--- src/rtl/multicycle_control_pkg.sv ---
// Shared definitions for the multi-cycle LEGv8 main control FSM:
// opcode patterns, ALUop encodings, state encodings and the per-state
// Moore control bundle.
package multicycle_control_pkg;

    // Fully specified opcodes
    localparam logic [10:0] OP_ADD  = 11'b10001011000;
    localparam logic [10:0] OP_SUB  = 11'b11001011000;
    localparam logic [10:0] OP_AND  = 11'b10001010000;
    localparam logic [10:0] OP_ORR  = 11'b10101010000;
    localparam logic [10:0] OP_LDUR = 11'b11111000010;
    localparam logic [10:0] OP_STUR = 11'b11111000000;

    // Prefix-matched opcodes (the low bits belong to the immediate/offset)
    localparam logic [9:0]  OP_ORRI_PFX = 10'b1011001000;
    localparam logic [7:0]  OP_CBZ_PFX  = 8'b10110100;
    localparam logic [5:0]  OP_B_PFX    = 6'b000101;

    // ALUop encodings seen by the ALU control stage
    localparam logic [1:0]  ALUOP_ADD   = 2'b00;
    localparam logic [1:0]  ALUOP_CBZ   = 2'b01;
    localparam logic [1:0]  ALUOP_RTYPE = 2'b10;

    typedef enum logic [3:0] {
        S_FETCH  = 4'd0,
        S_DECODE = 4'd1,
        S_EXEC_R = 4'd2,
        S_WB_R   = 4'd3,
        S_ADDR   = 4'd4,
        S_MEM_RD = 4'd5,
        S_MEM_WR = 4'd6,
        S_WB_MEM = 4'd7,
        S_CBZ    = 4'd8,
        S_BR     = 4'd9
    } state_t;

    // One-hot instruction class; ORRI is kept apart from R so the FSM can
    // select the immediate operand without looking at the raw opcode.
    typedef struct packed {
        logic r;
        logic orri;
        logic ldur;
        logic stur;
        logic cbz;
        logic b;
        logic ill;
    } op_class_t;

    // Control outputs that depend only on the state (and on the class
    // latched at the DECODE edge). Handshake-gated outputs are not here.
    typedef struct packed {
        logic [1:0] alu_op;
        logic       alu_src;
        logic       reg2loc;
        logic       mem_req;
        logic       mem_write;
        logic       pc_src;
        logic       pc_write;
        logic       reg_write;
        logic       mem_to_reg;
    } ctrl_t;

    function automatic ctrl_t state_ctrl(input state_t st, input logic is_orri,
                                         input logic is_stur);
        ctrl_t c;
        c = '0;
        case (st)
            S_FETCH: begin
                c.mem_req = 1'b1;
            end
            S_EXEC_R: begin
                c.alu_op  = ALUOP_RTYPE;
                c.alu_src = is_orri;
            end
            S_WB_R: begin
                c.alu_op    = ALUOP_RTYPE;
                c.reg_write = 1'b1;
            end
            S_ADDR: begin
                c.alu_src = 1'b1;
                c.reg2loc = is_stur;
            end
            S_MEM_RD: begin
                c.mem_req = 1'b1;
                c.alu_src = 1'b1;
            end
            S_MEM_WR: begin
                c.mem_req   = 1'b1;
                c.mem_write = 1'b1;
                c.alu_src   = 1'b1;
                c.reg2loc   = 1'b1;
            end
            S_WB_MEM: begin
                c.reg_write  = 1'b1;
                c.mem_to_reg = 1'b1;
            end
            S_CBZ: begin
                c.alu_op  = ALUOP_CBZ;
                c.reg2loc = 1'b1;
                c.pc_src  = 1'b1;
            end
            S_BR: begin
                c.pc_src   = 1'b1;
                c.pc_write = 1'b1;
            end
            default: begin
                c = '0;
            end
        endcase
        return c;
    endfunction

endpackage

--- src/rtl/multicycle_control_opcode_class_decode.sv ---
// Combinational opcode classifier: maps the 11-bit opcode field to a
// one-hot instruction class. Anything unrecognised is flagged illegal.
module opcode_class_decode
    import multicycle_control_pkg::*;
(
    input  logic [10:0] i_opcode,
    output op_class_t   o_class
);

    // Priority chain is safe: the legal patterns do not overlap.
    always_comb begin
        o_class = '0;
        if ((i_opcode == OP_ADD) || (i_opcode == OP_SUB) ||
            (i_opcode == OP_AND) || (i_opcode == OP_ORR)) begin
            o_class.r = 1'b1;
        end else if (i_opcode[10:1] == OP_ORRI_PFX) begin
            o_class.orri = 1'b1;
        end else if (i_opcode == OP_LDUR) begin
            o_class.ldur = 1'b1;
        end else if (i_opcode == OP_STUR) begin
            o_class.stur = 1'b1;
        end else if (i_opcode[10:3] == OP_CBZ_PFX) begin
            o_class.cbz = 1'b1;
        end else if (i_opcode[10:5] == OP_B_PFX) begin
            o_class.b = 1'b1;
        end else begin
            o_class.ill = 1'b1;
        end
    end

endmodule

--- src/rtl/multicycle_control.sv ---
// Main control FSM for the multi-cycle LEGv8 datapath. Sequences each
// instruction through fetch/decode/execute/memory/write-back, drives ALUop
// and datapath enables, handshakes with a variable-latency memory and
// counts retired instructions.
module multicycle_control
    import multicycle_control_pkg::*;
#(
    parameter int ADDR_W = 64
) (
    input  logic              CLK,
    input  logic              Reset,
    input  logic [10:0]       Opcode,
    input  logic              Zero,
    input  logic              MemReady,
    output logic [1:0]        ALUop,
    output logic              ALUSrc,
    output logic              Reg2Loc,
    output logic              MemReq,
    output logic              MemWrite,
    output logic              IRWrite,
    output logic              PCWrite,
    output logic              PCSrc,
    output logic              RegWrite,
    output logic              MemtoReg,
    output logic              Illegal,
    output logic [ADDR_W-1:0] Retired
);

    state_t              r_state;
    ctrl_t               r_ctrl;
    logic [ADDR_W-1:0]   r_retired;
    op_class_t           w_cls;
    logic                w_live;
    logic                w_in_fetch;
    logic                w_in_cbz;

    opcode_class_decode u_decode (
        .i_opcode (Opcode),
        .o_class  (w_cls)
    );

    // State register, registered Moore controls for the state being
    // entered, and the retired-instruction counter.
    always_ff @(posedge CLK) begin
        if (Reset) begin
            r_state   <= S_FETCH;
            r_ctrl    <= state_ctrl(S_FETCH, 1'b0, 1'b0);
            r_retired <= '0;
        end else begin
            case (r_state)
                S_FETCH: begin
                    if (MemReady) begin
                        r_state <= S_DECODE;
                        r_ctrl  <= state_ctrl(S_DECODE, 1'b0, 1'b0);
                    end
                end
                S_DECODE: begin
                    if (w_cls.r || w_cls.orri) begin
                        r_state <= S_EXEC_R;
                        r_ctrl  <= state_ctrl(S_EXEC_R, w_cls.orri, 1'b0);
                    end else if (w_cls.ldur || w_cls.stur) begin
                        r_state <= S_ADDR;
                        r_ctrl  <= state_ctrl(S_ADDR, 1'b0, w_cls.stur);
                    end else if (w_cls.cbz) begin
                        r_state <= S_CBZ;
                        r_ctrl  <= state_ctrl(S_CBZ, 1'b0, 1'b0);
                    end else if (w_cls.b) begin
                        r_state <= S_BR;
                        r_ctrl  <= state_ctrl(S_BR, 1'b0, 1'b0);
                    end else begin
                        // Illegal: PC+4 already taken in FETCH, nothing retires
                        r_state <= S_FETCH;
                        r_ctrl  <= state_ctrl(S_FETCH, 1'b0, 1'b0);
                    end
                end
                S_EXEC_R: begin
                    r_state <= S_WB_R;
                    r_ctrl  <= state_ctrl(S_WB_R, 1'b0, 1'b0);
                end
                S_ADDR: begin
                    if (w_cls.stur) begin
                        r_state <= S_MEM_WR;
                        r_ctrl  <= state_ctrl(S_MEM_WR, 1'b0, 1'b1);
                    end else begin
                        r_state <= S_MEM_RD;
                        r_ctrl  <= state_ctrl(S_MEM_RD, 1'b0, 1'b0);
                    end
                end
                S_MEM_RD: begin
                    if (MemReady) begin
                        r_state <= S_WB_MEM;
                        r_ctrl  <= state_ctrl(S_WB_MEM, 1'b0, 1'b0);
                    end
                end
                S_MEM_WR: begin
                    if (MemReady) begin
                        r_state   <= S_FETCH;
                        r_ctrl    <= state_ctrl(S_FETCH, 1'b0, 1'b0);
                        r_retired <= r_retired + ADDR_W'(1);
                    end
                end
                S_WB_R, S_WB_MEM, S_CBZ, S_BR: begin
                    r_state   <= S_FETCH;
                    r_ctrl    <= state_ctrl(S_FETCH, 1'b0, 1'b0);
                    r_retired <= r_retired + ADDR_W'(1);
                end
                default: begin
                    r_state <= S_FETCH;
                    r_ctrl  <= state_ctrl(S_FETCH, 1'b0, 1'b0);
                end
            endcase
        end
    end

    // Reset forces every output low, including the handshake-gated ones,
    // even in the first reset cycle while the old state is still held.
    assign w_live     = !Reset;
    assign w_in_fetch = (r_state == S_FETCH);
    assign w_in_cbz   = (r_state == S_CBZ);

    assign ALUop    = w_live ? r_ctrl.alu_op : 2'b00;
    assign ALUSrc   = w_live & r_ctrl.alu_src;
    assign Reg2Loc  = w_live & r_ctrl.reg2loc;
    assign MemReq   = w_live & r_ctrl.mem_req;
    assign MemWrite = w_live & r_ctrl.mem_write;
    assign PCSrc    = w_live & r_ctrl.pc_src;
    assign RegWrite = w_live & r_ctrl.reg_write;
    assign MemtoReg = w_live & r_ctrl.mem_to_reg;
    assign Retired  = w_live ? r_retired : '0;

    // Same-cycle exceptions: fetch completion, CBZ outcome, illegal flag
    assign IRWrite  = w_live & w_in_fetch & MemReady;
    assign PCWrite  = w_live & (r_ctrl.pc_write | (w_in_fetch & MemReady) |
                                (w_in_cbz & Zero));
    assign Illegal  = w_live & (r_state == S_DECODE) & w_cls.ill;

endmodule

--- config.mk ---
export PLATFORM = sky130hd
export DESIGN_NAME = multicycle_control
export DESIGN_NICKNAME = d
export VERILOG_FILES = /design/src/rtl/multicycle_control_pkg.sv /design/src/rtl/multicycle_control_opcode_class_decode.sv /design/src/rtl/multicycle_control.sv
export SDC_FILE = /design/constraint.sdc
export NUM_CORES = 1
export LEC_CHECK = 0
export BUFFER_PORTS_ARGS = -buffer_cell sky130_fd_sc_hd__buf_2
export CORE_MARGIN = 2
export CORE_UTILIZATION = 45
export DETAILED_ROUTE_END_ITERATION = 8
export GPL_ROUTABILITY_DRIVEN = 1
export PLACE_DENSITY = 0.74
export SYNTH_ARGS = -nofsm -noshare
export SYNTH_HDL_FRONTEND = slang
export SYNTH_HIERARCHICAL = 1
export SYNTH_SLANG_ARGS = --single-unit
export TNS_END_PERCENT = 1
--- constraint.sdc ---
create_clock -name CLK -period 3.55 [get_ports CLK]
set_clock_uncertainty 0.15 [all_clocks]
set_input_delay 0.1775 -clock CLK [delete_from_list [all_inputs] [get_ports CLK]]
set_output_delay 0.1775 -clock CLK [all_outputs]
set_load 0.01 [all_outputs]
# ---- Word-level counts from Yosys, hierarchy flattened
# Cells that the tools add are included.
dict set report word_totals {
  reg_bits 78
  input_bits 15
  out_inout_bits 76
  elab_cells 94
}
dict set report classes {
  add_sub_neg 1
  n_eq_ne 21
  muxes 34
  n_bitwise 16
  reduce_logical 11
}
# operator n
set ops {}
lappend ops {{two-way mux 64 bit} 2}
lappend ops {{case mux 64 bit (2 select lines)} 1}
lappend ops {{equality test 11 bit, second input constant} 6}
lappend ops {{adder 64 x 1 -> 64 bit, second input constant} 1}
lappend ops {{case mux 10 bit (6 select lines)} 1}
lappend ops {{two-way mux 10 bit} 4}
lappend ops {{two-way mux 4 bit} 8}
lappend ops {{case mux 4 bit (6 select lines)} 1}
lappend ops {{two-way mux 9 bit} 2}
lappend ops {{equality test 4 x 3 -> 1 bit, second input constant} 4}
lappend ops {{bitwise AND 1 bit} 14}
lappend ops {{two-way mux 6 bit} 2}
lappend ops {{equality test 10 bit, second input constant} 1}
lappend ops {{equality test 4 x 2 -> 1 bit, second input constant} 2}
lappend ops {{equality test 4 bit, second input constant} 2}
lappend ops {{equality test 8 bit, second input constant} 1}
lappend ops {{two-way mux 1 bit} 7}
lappend ops {{two-way mux 7 bit} 1}
lappend ops {{equality test 6 x 3 -> 1 bit, second input constant} 1}
lappend ops {{two-way mux 2 bit} 3}
lappend ops {{inequality test 2 bit, second input constant} 3}
lappend ops {{logical OR 1 bit} 5}
lappend ops {{two-way mux 5 bit} 1}
lappend ops {{equality test 4 x 1 -> 1 bit, second input constant} 1}
lappend ops {{other kinds (8)} 9}

# ---- Logic depth before layout (Yosys ltp)
dict set report logic_depth {
  ltp_word 12
  depth_mapped 9
  ltp_nobuf 9
}

# ---- Modules after synthesis
# The synthesis kept the hierarchy.
# mod instances cells_per_inst area_per_inst_um2 seq_area_each_um2
set by_module_without_submodules {}
lappend by_module_without_submodules {multicycle_control 1 560 4453.0 1541.5}
lappend by_module_without_submodules {opcode_class_decode 1 19 137.6 0.0}

# ---- Worst setup path after synthesis
# OpenSTA, ideal clock, no wires.
dict set report synth_timing {
  kind {register -> register}
  startpoint {reg r_retired[4]}
  endpoint {reg r_retired[61]}
  setup_ns 0.070
  t_arrival_ns 1.774
  t_required_ns 3.330
  slack_ns 1.556
  path_stages_with_launch 7
  path_buffers 1
  period_less_slack_ns 1.994
  path_cell_list {dfxtp_1 > nand4_4 > nor4_4 > buf_6 > nand4_4 > or4_1 > a21oi_1}
}
dict set report synth_via {
  elab_chain_len 3
}
# element line
set synth_lines {}
lappend synth_lines {{start: declaration} multicycle_control.sv:31} ;# logic [ADDR_W-1:0] r_retired;
lappend synth_lines {{start signal: assignment} multicycle_control.sv:99} ;# r_retired <= r_retired + ADDR_W'(1);
lappend synth_lines {{start signal: assignment} multicycle_control.sv:105} ;# r_retired <= r_retired + ADDR_W'(1);
lappend synth_lines {{adder 64 x 1 -> 64 bit (*)} {multicycle_control.sv:99, multicycle_control.sv:105}}
lappend synth_lines {{two-way mux 64 bit} multicycle_control.sv:96} ;# if (MemReady) begin
lappend synth_lines {{case mux 64 bit (2 select lines) (*)} multicycle_control.sv:50} ;# case (r_state)
# Mark *: on every way between the ends. The rest lies on a longest branch, timed or not. The select of a mux whose other input is x is not followed.
# A chain may end at the register's enable or synchronous reset.

# ---- Worst setup path after layout
dict set report layout_timing {
  startpoint {reg r_retired[24]}
  endpoint {reg r_retired[55]}
}
# Same word-level chain as after synthesis.

==> results by group <==
Outcome
  • Status: finished clean

Global routing
  • Largest net degree at the start of global routing: 78
  • First-pass GRT wire length: 19,600 um
  • Global Route met1 Usage: 0.280
  • Total gr overflow: 0
  • GR Util met3: 0.0480
  • Initial antenna violation count: 0
  • Vias in the first global route: 4,186
  • Busiest grt layer: met2
  • Met2 Resource Use GR: 0.344
  • GRT Util Overall: 0.214

Critical path
  • Max incr delay on CP: 0.79 ns
  • R2R setup slack: 0.85 ns
  • Worst-path cell chain: nand3_4, nor4_4, nand2_1, or4_1, a21oi_1
  • Critical register-to-register path endpoint: r_retired[55]$_SDFFE_PP0P_
  • FF-to-FF Start: r_retired[24]$_SDFFE_PP0P_
  • Worst Setup End Kind: register
  • Crit path kind: register to register
  • WP data required: 3.69 ns
  • Worst-path fanout max: 12
  • CP delay by family, top: simple AND/OR/NAND/NOR gates
  • WP data arrival: 2.84 ns
  • Worst Setup Start Kind: register
  • CP bufs+invs: 0
  • Slowest-stage cell, CP: nor4_4
  • Worst Reg2Reg Path Length in Cells: 5

CTS
  • Post-CTS setup repair buffer count: 0
  • Cts bufs inserted: 9
  • Reg clk slew, reported paths: 0.09 ns
  • CTS Root Cell: clkbuf_8
  • CTS resizes: 0
  • Clk_lat worst skew: 0.36 ns
  • Cts hold-fix bufs: 0
  • CTS H-tree lvls: 3
  • CTS tree: built
  • CTS Buffer Depth: 2
  • Clock sink count: 77

Yosys
  • Mapped Nets: 595
  • Area leader, netlist: dfxtp_1
  • Flop and latch count out of synthesis: 77
  • Top cells by area, synth: dfxtp_1 34%, nor2b_1 10%, a21oi_1 4.8%, nor2_1 4.7%, nand4_1 4.2%
  • Number of synthesis warnings: 6
  • Yosys top cell area share: 0.336
  • Number of synthesized flops with an enable pin: 0
  • Top_reg_cell synth: dfxtp_1
  • Ys async rst share: 0
  • Post-synthesis cell type count: 57
  • Avg Cell Area, Syn: 7.93 sq um
  • Post-Synthesis Cells: 579
  • Post-synthesis cell area: 4590 sq um
  • Sequential element share of the synthesized area: 0.336

Floorplan
  • FP Rows: 36
  • Core area: 9820 sq um
  • Die ar.: 11,000 sq um
  • DIE HEIGHT: 105 um
  • Die Wd: 105 um
  • Initial Util: 0.468
  • I/O pin count: 91

Layout
  • Area delta synth->final: 15.8%
  • Antenna cells: 0
  • Final net count: 670
  • Layout cells sized above 1: 0.211

Placement
  • Placer congestion estimate: 0.893
  • Dpl hpwl: 8400 um
  • Port-buffer cells: 90

Timing
  • Maximum clock frequency: 371 MHz
  • Fin crit share: 0.760
  • Slew HR: 0.441
  • Setup TNS: 0 ns
  • Unrepaired setup endpoints after global routing: false
  • Max Slew Vio Count: 0
  • Worst-Margin Slew: 0.833 ns
  • Final Hold Viols: 0
  • Count of final setup violators: 0
  • Fin crit period: 2.70 ns

Hold path
  • Worst hold path class: input pin to register
  • Worst hold start: MemReady
  • Hold Path Sink: r_state[1]$_SDFFE_PP0P_
  • Hold Path Stages: 4

Routing
  • Routed len/inst: 14.7 um
  • Routed Antenna Nets: 0
  • 1st-pass router iterations: 5
  • Number of DRC markers in iteration 0: 252
  • Remaining routing DRC violations: 0
  • Final wirelength: 11,700 um
  • Vias per cell: 5.64
  • Total number of vias: 4,465

Pwr
  • LEAKAGE: 2.03 nW
  • Power Dens Cells: 311 nW/um^2
  • VDD IR max: 0.000227 V
  • Post-layout total power: 1.65 mW

Job
  • Max Cap Viol: 0
per-stage QoR:
| stage | hold slack [ns] | area, sq um | util | cells | worst slack (ns) |
|---|---|---|---|---|---|
| final | 0.0813 | 5310 | 0.541 | 792 | 0.853 |
| after global routing | 0.105 | 5310 | 0.541 | 792 | 0.599 |
| after CTS | 0.0697 | 5310 | 0.541 | 792 | 0.838 |
| after detailed placement | 0.309 | 5110 | 0.520 | 776 | 0.875 |
| after global placement | 0.298 | 5110 | 0.520 | 776 | 0.949 |
| after floorplan | 0.210 | 4590 | - | 579 | 1.56 |
worst max path at each step:
stage	from	end	slack, ns	cells past startpoint
floorplan	r_retired[4]$_SDFFE_PP0P_	r_retired[61]$_SDFFE_PP0P_	1.56	6
global placement	r_retired[24]$_SDFFE_PP0P_	r_retired[55]$_SDFFE_PP0P_	0.95	5
detailed placement	r_state[1]$_SDFFE_PP0P_	r_retired[56]$_SDFFE_PP0P_	0.88	5
CTS	r_retired[24]$_SDFFE_PP0P_	r_retired[55]$_SDFFE_PP0P_	0.84	5
global route	r_retired[11]$_SDFFE_PP0P_	r_retired[56]$_SDFFE_PP0P_	0.60	5
finish	r_retired[24]$_SDFFE_PP0P_	r_retired[55]$_SDFFE_PP0P_	0.85	5
layer usage:
metal,vias to the layer above,wire [um]
met3,20,658
li1,2223,-
met4,0,207
met5,-,0
met2,125,5550
met1,2097,5260
sequential cells by signal (all words and copies together), names as in the netlist:
name and cells:
r_state 4, r_ctrl 9, r_retired 64
cell usage after synthesis (3+ instances only):
cell type and count:
a21oi_1 44, nor2b_1 76, o31ai_1 9, nand4_1 31, buf_2 5, o21ai_0 28, nor3_1 16, nand2_1 36
and2_1 6, xor2_1 17, nor4_4 4, dfxtp_1 77, mux2_2 3, and3_1 5, nor2_1 58, or2_2 3
nand4_4 3, or4_1 8, o2bb2ai_1 3, inv_1 9, or3_1 24, nand3_1 23, nor4_1 6, a31o_2 4
xnor2_1 10, and4_1 6, nand2b_1 4, clkbuf_1 22
cell type report:
type	count	area (sq um)
Clock buffer	9	124
Multi-Input combinational cell	462	2880
Inverter	9	33.8
Timing Repair Buffer	95	490
Sequential cell	77	1540
Fill cell	987	4510
Clock inverter	7	80.1
Tap cell	133	166
kinds of logic after synthesis:
logic type	Yosys count	share of synthesized area
simple gates	327	0.428
compound gates	103	0.135
flops	77	0.336
buf+inv	40	0.0373
xor+xnor	27	0.0515
mux	4	0.00954
fa+ha+maj	1	0.00273
worst min-delay path: stages:
cell and delay [ns]:
buf_2 0.18, nor2_1 0.06, nand3_1 0.07, a21oi_1 0.06
power breakdown:
part / switching, mW / internal, mW / total (mW) / leakage (nW)
sequential: 0.00475 / 0.866 / 0.871 / 0.621
clock: 0.368 / 0.333 / 0.701 / 0.0968
combinational: 0.0520 / 0.0267 / 0.0787 / 1.31
total: 0.424 / 1.23 / 1.65 / 2.03
placed cells by master (no fill, tap or decap), drive strengths merged, types with 2 or more instances in the layout:
master    count
a21oi        44
a22o          2
a31o          4
and2          6
and3          5
and4          6
buf          95
clkbuf        9
clkinvlp      2
dfxtp        77
inv          12
mux2          3
nand2        36
nand2b        4
nand3        26
nand4        36
nand4b        2
nor2         59
nor2b        76
nor3         18
nor3b         2
nor4         10
o21ai        28
o21ba         2
o22a          2
o2bb2ai       3
o31a          2
o31ai         9
or2           3
or3          24
or4           9
xnor2        10
xor2         17
Note: power is estimated with default switching activity, not from simulation.
